**src/rtl/mul_sequencer.sv**
```systemverilog
`default_nettype none
// ============================================================================
//  Module      : mul_sequencer
//  Description : Issue-side sequencer for RV32M MUL/MULH/MULHSU/MULHU.
//                Takes one request at a time and turns signed operands into
//                magnitudes for an unsigned multiplier core. It runs the core
//                until its result is valid, or until TIMEOUT cycles pass. It
//                then applies the sign fix-up and returns the selected
//                32-bit word on a valid/ready response port.
//  Optional    : `define MUL_RESULT_CACHE_EN adds a one-entry result cache
//                that answers a repeated request without running the core.
//  Ports       :
//    clock, reset_n                 clock / asynchronous active-low reset
//    req_valid/ready/op/rs1/rs2/tag request channel (op 00 MUL, 01 MULH,
//                                   10 MULHSU, 11 MULHU)
//    mul_a, mul_b, mul_enable       operand magnitudes and run enable to core
//    mul_lower, mul_higher, mul_valid  unsigned 64-bit product from core
//    rsp_valid/ready/data/tag/error response channel (error = timeout abort)
//  Revision    : 1.0  initial release
// ============================================================================
module mul_sequencer #(
  parameter int TIMEOUT = 64,
  parameter int TAG_W   = 5
) (
  input  logic             clock,
  input  logic             reset_n,
  input  logic             req_valid,
  output logic             req_ready,
  input  logic [1:0]       req_op,
  input  logic [31:0]      req_rs1,
  input  logic [31:0]      req_rs2,
  input  logic [TAG_W-1:0] req_tag,
  output logic [31:0]      mul_a,
  output logic [31:0]      mul_b,
  output logic             mul_enable,
  input  logic [31:0]      mul_lower,
  input  logic [31:0]      mul_higher,
  input  logic             mul_valid,
  output logic             rsp_valid,
  input  logic             rsp_ready,
  output logic [31:0]      rsp_data,
  output logic [TAG_W-1:0] rsp_tag,
  output logic             rsp_error
);

  localparam logic [1:0]       OP_MUL    = 2'b00;
  localparam logic [1:0]       OP_MULH   = 2'b01;
  localparam logic [1:0]       OP_MULHSU = 2'b10;
  localparam int               CNT_W     = $clog2(TIMEOUT + 1);
  localparam logic [CNT_W-1:0] CNT_LAST  = CNT_W'(TIMEOUT - 1);

  typedef enum logic [1:0] {
    S_IDLE  = 2'd0,
    S_WAIT  = 2'd1,
    S_FIXUP = 2'd2,
    S_RESP  = 2'd3
  } state_t;

  state_t           state_q, state_d;
  logic [CNT_W-1:0] cnt_q, cnt_d;
  logic [1:0]       op_q, op_d;
  logic             neg_q, neg_d;
  logic [63:0]      prod_q, prod_d;
  logic [31:0]      mul_a_q, mul_a_d;
  logic [31:0]      mul_b_q, mul_b_d;
  logic [31:0]      rsp_data_q, rsp_data_d;
  logic [TAG_W-1:0] rsp_tag_q, rsp_tag_d;
  logic             rsp_error_q, rsp_error_d;

  logic        w_accept;
  logic        w_sa, w_sb, w_neg_a, w_neg_b;
  logic [31:0] w_mag_a, w_mag_b;
  logic [63:0] w_prod_fix;
  logic [31:0] w_word;
  logic        w_hit;
  logic [31:0] w_hit_word;

  // Holding off while mul_valid is still high lets the core clear its
  // internal index and valid before it is enabled again.
  assign req_ready  = (state_q == S_IDLE) & ~mul_valid;
  assign w_accept   = req_valid & req_ready;
  assign mul_enable = (state_q == S_WAIT);
  assign rsp_valid  = (state_q == S_RESP);

  assign mul_a      = mul_a_q;
  assign mul_b      = mul_b_q;
  assign rsp_data   = rsp_data_q;
  assign rsp_tag    = rsp_tag_q;
  assign rsp_error  = rsp_error_q;

  // Operand sign handling; negating 0x80000000 wraps back to 0x80000000,
  // which is exactly its magnitude as an unsigned 32-bit number.
  assign w_sa    = (req_op == OP_MULH) | (req_op == OP_MULHSU);
  assign w_sb    = (req_op == OP_MULH);
  assign w_neg_a = w_sa & req_rs1[31];
  assign w_neg_b = w_sb & req_rs2[31];
  assign w_mag_a = w_neg_a ? (~req_rs1 + 32'd1) : req_rs1;
  assign w_mag_b = w_neg_b ? (~req_rs2 + 32'd1) : req_rs2;

  assign w_prod_fix = neg_q ? (~prod_q + 64'd1) : prod_q;
  assign w_word     = (op_q == OP_MUL) ? w_prod_fix[31:0] : w_prod_fix[63:32];

`ifdef MUL_RESULT_CACHE_EN
  logic [31:0] rs1_q, rs2_q;
  logic [1:0]  sasb_q;
  logic [31:0] cache_rs1_q, cache_rs2_q;
  logic [1:0]  cache_sasb_q;
  logic [63:0] cache_prod_q;
  logic        cache_valid_q;
  logic        w_timeout;

  assign w_timeout = (state_q == S_WAIT) & ~mul_valid & (cnt_q == CNT_LAST);

  always_ff @(posedge clock or negedge reset_n) begin
    if (!reset_n) begin
      rs1_q         <= '0;
      rs2_q         <= '0;
      sasb_q        <= '0;
      cache_rs1_q   <= '0;
      cache_rs2_q   <= '0;
      cache_sasb_q  <= '0;
      cache_prod_q  <= '0;
      cache_valid_q <= 1'b0;
    end else begin
      if (w_accept) begin
        rs1_q  <= req_rs1;
        rs2_q  <= req_rs2;
        sasb_q <= {w_sa, w_sb};
      end
      if (state_q == S_FIXUP) begin
        cache_rs1_q   <= rs1_q;
        cache_rs2_q   <= rs2_q;
        cache_sasb_q  <= sasb_q;
        cache_prod_q  <= w_prod_fix;
        cache_valid_q <= 1'b1;
      end else if (w_timeout) begin
        cache_valid_q <= 1'b0;
      end
    end
  end

  // The low word of the product does not depend on operand signedness,
  // so MUL hits regardless of which signedness filled the entry.
  assign w_hit = cache_valid_q & (req_rs1 == cache_rs1_q) & (req_rs2 == cache_rs2_q)
               & ((req_op == OP_MUL) | ({w_sa, w_sb} == cache_sasb_q));
  assign w_hit_word = (req_op == OP_MUL) ? cache_prod_q[31:0] : cache_prod_q[63:32];
`else
  assign w_hit      = 1'b0;
  assign w_hit_word = 32'd0;
`endif

  always_comb begin
    state_d     = state_q;
    cnt_d       = cnt_q;
    op_d        = op_q;
    neg_d       = neg_q;
    prod_d      = prod_q;
    mul_a_d     = mul_a_q;
    mul_b_d     = mul_b_q;
    rsp_data_d  = rsp_data_q;
    rsp_tag_d   = rsp_tag_q;
    rsp_error_d = rsp_error_q;
    case (state_q)
      S_IDLE: begin
        if (w_accept) begin
          op_d        = req_op;
          rsp_tag_d   = req_tag;
          mul_a_d     = w_mag_a;
          mul_b_d     = w_mag_b;
          neg_d       = w_neg_a ^ w_neg_b;
          cnt_d       = '0;
          rsp_error_d = 1'b0;
          if (w_hit) begin
            rsp_data_d = w_hit_word;
            state_d    = S_RESP;
          end else begin
            state_d    = S_WAIT;
          end
        end
      end
      S_WAIT: begin
        if (mul_valid) begin
          prod_d  = {mul_higher, mul_lower};
          state_d = S_FIXUP;
        end else if (cnt_q == CNT_LAST) begin
          rsp_error_d = 1'b1;
          rsp_data_d  = '0;
          state_d     = S_RESP;
        end else begin
          cnt_d = cnt_q + CNT_W'(1);
        end
      end
      S_FIXUP: begin
        rsp_data_d = w_word;
        state_d    = S_RESP;
      end
      S_RESP: begin
        if (rsp_ready) begin
          state_d = S_IDLE;
        end
      end
      default: state_d = S_IDLE;
    endcase
  end

  always_ff @(posedge clock or negedge reset_n) begin
    if (!reset_n) begin
      state_q     <= S_IDLE;
      cnt_q       <= '0;
      op_q        <= '0;
      neg_q       <= 1'b0;
      prod_q      <= '0;
      mul_a_q     <= '0;
      mul_b_q     <= '0;
      rsp_data_q  <= '0;
      rsp_tag_q   <= '0;
      rsp_error_q <= 1'b0;
    end else begin
      state_q     <= state_d;
      cnt_q       <= cnt_d;
      op_q        <= op_d;
      neg_q       <= neg_d;
      prod_q      <= prod_d;
      mul_a_q     <= mul_a_d;
      mul_b_q     <= mul_b_d;
      rsp_data_q  <= rsp_data_d;
      rsp_tag_q   <= rsp_tag_d;
      rsp_error_q <= rsp_error_d;
    end
  end

endmodule
`default_nettype wire

```
**config.mk**
```make
export PLATFORM = sky130hd
export DESIGN_NAME = mul_sequencer
export DESIGN_NICKNAME = d
export VERILOG_FILES = /design/src/rtl/mul_sequencer.sv
export SDC_FILE = /design/constraint.sdc
export NUM_CORES = 1
export LEC_CHECK = 0
export ABC_CLOCK_PERIOD_IN_PS = 3300
export CAP_MARGIN = 20
export CORE_MARGIN = 1.5
export CORE_UTILIZATION = 35
export CTS_CLUSTER_DIAMETER = 100
export CTS_CLUSTER_SIZE = 24
export DETAILED_ROUTE_END_ITERATION = 12
export GPL_TIMING_DRIVEN = 0
export MAX_ROUTING_LAYER = met4
export SETUP_SLACK_MARGIN = 0.15
export SLEW_MARGIN = 20
export SYNTH_ARGS = -nofsm -noshare
export SYNTH_HDL_FRONTEND = slang
export SYNTH_SLANG_ARGS = --single-unit
```
**constraint.sdc**
```tcl
create_clock -name clock -period 3.3 [get_ports clock]
set_input_delay 0.66 -clock clock [delete_from_list [all_inputs] [get_ports clock]]
set_output_delay 0.66 -clock clock [all_outputs]
set_load 0.01 [all_outputs]
```
Yosys cells after proc, flatten, opt, wreduce, memory -nomap -nowiden. Cells that the tools add are included.

$add $sub $neg: 4. Equality and inequality tests: 12. Multiplexer cells: 20. Bitwise operators: 10. Reductions and logical operators: 10.

Operators by type and width (number): 2-to-1 mux 32 bit (5); adder 32 x 1 -> 32 bit, second input constant (2); adder 64 x 1 -> 64 bit, second input constant (1); 2-to-1 mux 64 bit (1); inverter 32 bit (2); inverter 64 bit (1); one-hot mux 32 bit (2 select lines) (1); 2-to-1 mux 7 bit (3); one-hot mux 7 bit (2 select lines) (1); 2-to-1 mux 2 bit (4); one-hot mux 2 bit (4 select lines) (1); AND reduction 4 bit (2); adder 7 x 1 -> 7 bit, second input constant (1); == test 7 x 6 -> 1 bit, second input constant (1); == test 2 bit, second input constant (3); != test 2 bit, second input constant (3); AND reduction 3 bit (2); bitwise AND 1 bit (4); == test 2 x 1 -> 1 bit, second input constant (2); zero test 2 bit (2); != test 2 x 1 -> 1 bit, second input constant (2); AND reduction 2 bit (2); nonzero test 2 bit (2); 2-to-1 mux 1 bit (3); 5 further kinds (5).

Flip-flop bits (word level): 178. Bits of input ports: 140. Logic and storage cells: 66.

Depth between registers and ports, before layout.
Word-level depth: 5. Mapped depth: 10. Mapped depth without buffers: 8.

Least setup slack after synthesis. No wires, ideal clock.

Path kind: input port to flip-flop. Start: in req_rs2[8]. End: reg mul_b_q[29], in the netlist mul_b[29]. Arrival time: 2.565 ns. Required time: 3.171 ns. Path slack: 0.607 ns. Stages on the path: 6. Cells stage by stage: or4_1 or4_1 nand3b_1 o41ai_1 xor2_1 o21ai_1.

Longest elaborated chain between the ends: 3.

Ends and longest elaborated chain: from (decl) (line 31) `input logic [31:0] req_rs2,`; inverter 32 bit (line 98) `assign w_mag_b = w_neg_b ? (~req_rs2 + 32'd1) : req_rs2;`; adder 32 x 1 -> 32 bit (line 98); 2-to-1 mux 32 bit (line 98); to (signal assigned) (line 225) `mul_b_q <= mul_b_d;`; to (decl) (line 65) `logic [31:0] mul_b_q, mul_b_d;`.

No other way between the ends. A chain may end at the register's enable or synchronous reset.

Final worst setup path.
Start: in req_rs2[6]. End: reg mul_b_q[29], in the netlist mul_b[29].

Same word-level chain as after synthesis.

==> flow_metrics.py <==
metrics = {
    "floorplan": {
        "rows": 61,
        "die_h_um": 171.5,
        "core_area_um2": 27860,
        "die_x_um": 171.5,
        "start_util_pct": 35.66,
        "die_area_um2": 29400,
        "io_pins": 245,
    },
    "critical_path": {
        "reg2reg_slack_ps": 310,
        "cp-endpoint": "mul_b[29]",
        "cp.required_ps": 3620,
        "startpoint_type": "primary input",
        "cp.arrival_ps": 3330,
        "criticalPathCategory": "in2reg",
        "reg2regPathDepth": 7,
        "rr_startpoint": "prod_q[16]",
        "r2r-end": "rsp_data[30]",
        "startpoint": "req_rs2[6]",
        "critPathCaptureType": "flop",
        "worstPathMaxFanout": 5,
    },
    "power_and_ir_drop": {
        "ir_drop_uv": 483.7,
        "power_mw": 11.96,
        "p_leak_nw": 5.324,
        "power-per-cell-area_nw_per_um2": 882.9,
    },
    "synth": {
        "synth-edff-count": 0,
        "yosysTopAreaCell": "dfrtp_1",
        "netlist_area_um2": 9935,
        "synth_area_leaders": "dfrtp_1, mux2_2, o21ai_0, nand2_1, xor2_1",
        "yosys_most_used_dff": "dfrtp_1",
        "yosys_warnings": 0,
        "seq_area_frac_synth_pct": 44.84,
        "synth_cell_types": 56,
        "postSynthCellCount": 1053,
        "synth_async_sr_flop_share_pct": 100.0,
        "yosysTopAreaCellShare_pct": 44.84,
        "synth_seq_cells": 178,
        "avgSynthCellArea_um2": 9.434,
        "synthesis.nets": 1203,
    },
    "clock_network": {
        "post-cts-setup-buffer-count": 0,
        "cts_hold_buf": 0,
        "cts_max_path_buffers": 2,
        "clk_pin_slew_ps": 70,
        "clk_latency_ps": 450,
        "cts_buffers": 17,
        "clock_sinks": 178,
        "cts_tree": "done",
        "htree_levels": 4,
        "root_buffer": "clkbuf_16",
    },
    "routing": {
        "ant_nets": 0,
        "wl_per_cell_um": 19.92,
        "viasPerCell": 5.346,
        "drt_iter0_drc": 511,
        "vias": 9141,
        "drcViolationCount": 0,
        "drtPass1Iterations": 5,
        "wl_um": 34060,
    },
    "flow_run": {
        "cap_violations": 0,
    },
    "sta": {
        "hold_ws_ps": 221.8,
        "slew_headroom_pct": 34.55,
        "finalCriticalPeriod_ps": 3010,
        "hold_viol": 0,
        "fin_crit_sh_pct": 91.20,
        "clock.fmax_mhz": 332.3,
        "drv_slew": 0,
        "rsz0062_at_grt": "true",
        "fin_tns_setup_ps": 0,
        "finalWorstSetupSlack_ps": 290.4,
        "tightest_slew_ps": 972.7,
        "fin_skew_ps": 14.65,
        "setup_viol": 0,
    },
    "grt": {
        "grt-busiest-layer": "met2",
        "met2_usage_pct": 39.87,
        "antenna_found_initial": 2,
        "grt_first_pass_wirelength_um": 52230,
        "grt_use_met3_pct": 9.434,
        "grt_pass1_vias": 9142,
        "grt_max_degree": 92,
        "grt_overflow": 0,
        "met1_usage_pct": 27.57,
        "grt_usage_pct": 24.38,
    },
    "status": {
        "outcome": "completed",
    },
    "final_layout": {
        "fill_cells": 2650,
        "final_common_cell": "clkdlybuf4s50_1",
        "stdcell_count": 1710,
        "drive_gt1_share_pct": 9.098,
        "fin_area_um2": 13540,
        "ff_latch_area_um2": 4454,
        "syn_to_final_growth_pct": 36.30,
        "fin_nets": 1467,
        "final_util_pct": 48.61,
        "layout_common_cells": "clkdlybuf4s50_1, dfrtp_1, nand2_1",
        "multi_input_area_um2": 5231,
    },
    "place": {
        "place_ws_ps": -150.9,
        "gp_congestion": 0.9380,
        "port_buffers": 244,
        "hpwl_um": 26030,
        "postPlaceCellArea_um2": 12880,
        "dp_cells": 1676,
    },
    "worst_hold_path": {
        "min_path_type": "in2async",
    },
}
-- state kept, by name, indices dropped and copies added (netlist names) --
register	cells
rsp_tag	5
mul_a	32
neg_q	1
mul_b	32
cnt_q	7
op_q	2
state_q	2
rsp_data	32
rsp_error	1
prod_q	64
-- synthesized netlist by cell type (26+ instances only) --
cell type / number
a21oi_1: 38
clkbuf_1: 51
dfrtp_1: 178
inv_1: 26
mux2_2: 67
nand2_1: 137
nor2_1: 63
nor3_1: 32
o21ai_0: 111
xnor2_1: 53
xor2_1: 58
-- how the worst min path moves through the flow --
stage | start | cells after the start | end
floorplan | reset_n | 0 | cnt_q[0]
global placement | mul_b[28] | 2 | mul_b[28]
detailed placement | rsp_tag[4] | 2 | rsp_tag[4]
CTS | reset_n | 1 | prod_q[28]
global route | reset_n | 1 | prod_q[6]
finish | reset_n | 1 | prod_q[7]
-- routing by layer --
metal  share of wire (%)  up-vias
met5                   0        -
met4                 2.3        0
li1                    -     4313
met1                  40     4433
met3                 9.9       49
met2                  48      346
-- layout make-up --
type / instances / area share [%]
Clock inverter: 13 / 1.016
Inverter: 26 / 0.7208
Timing Repair Buffer: 245 / 18.28
Clock buffer: 19 / 3.345
Buffer: 56 / 1.580
Sequential cell: 178 / 32.90
Tap cell: 378 / 3.493
Antenna cell: 2 / 0.03696
Multi-Input combinational cell: 793 / 38.63
-- cells by family after synthesis --
kind of cell | after synthesis | synth area share, %
AO/OA/AOI/OAI | 246 | 15.19
XOR/XNOR | 111 | 9.786
adder cells (fa/ha/maj) | 10 | 1.259
buffers and inverters | 82 | 3.136
flip-flops | 178 | 44.84
multiplexers | 75 | 8.400
AND/OR/NAND/NOR | 351 | 17.39
-- report_power, final --
| group | internal, mW | leakage, nW | total (mW) | switching (mW) |
|---|---|---|---|---|
| Clock | 1.11 | 0.286 | 2.09 | 0.984 |
| Combinational | 2.73 | 2.86 | 5.50 | 2.77 |
| Sequential | 3.24 | 2.18 | 4.36 | 1.12 |
-- critical path, cell delays in order --
cell and delay (ps):
clkdlybuf4s50_1 510, or4_1 610, or4_1 650, nand3b_1 280, o41ai_1 330, xor2_1 210, o21ai_1 70
-- timing repair --
action                                  in CTS  in global routing
gates resized for setup                      1                  9
endpoints found under the setup margin       6                 35
pin swaps                                    0                  0
Note: power is estimated with default switching activity, not from simulation.
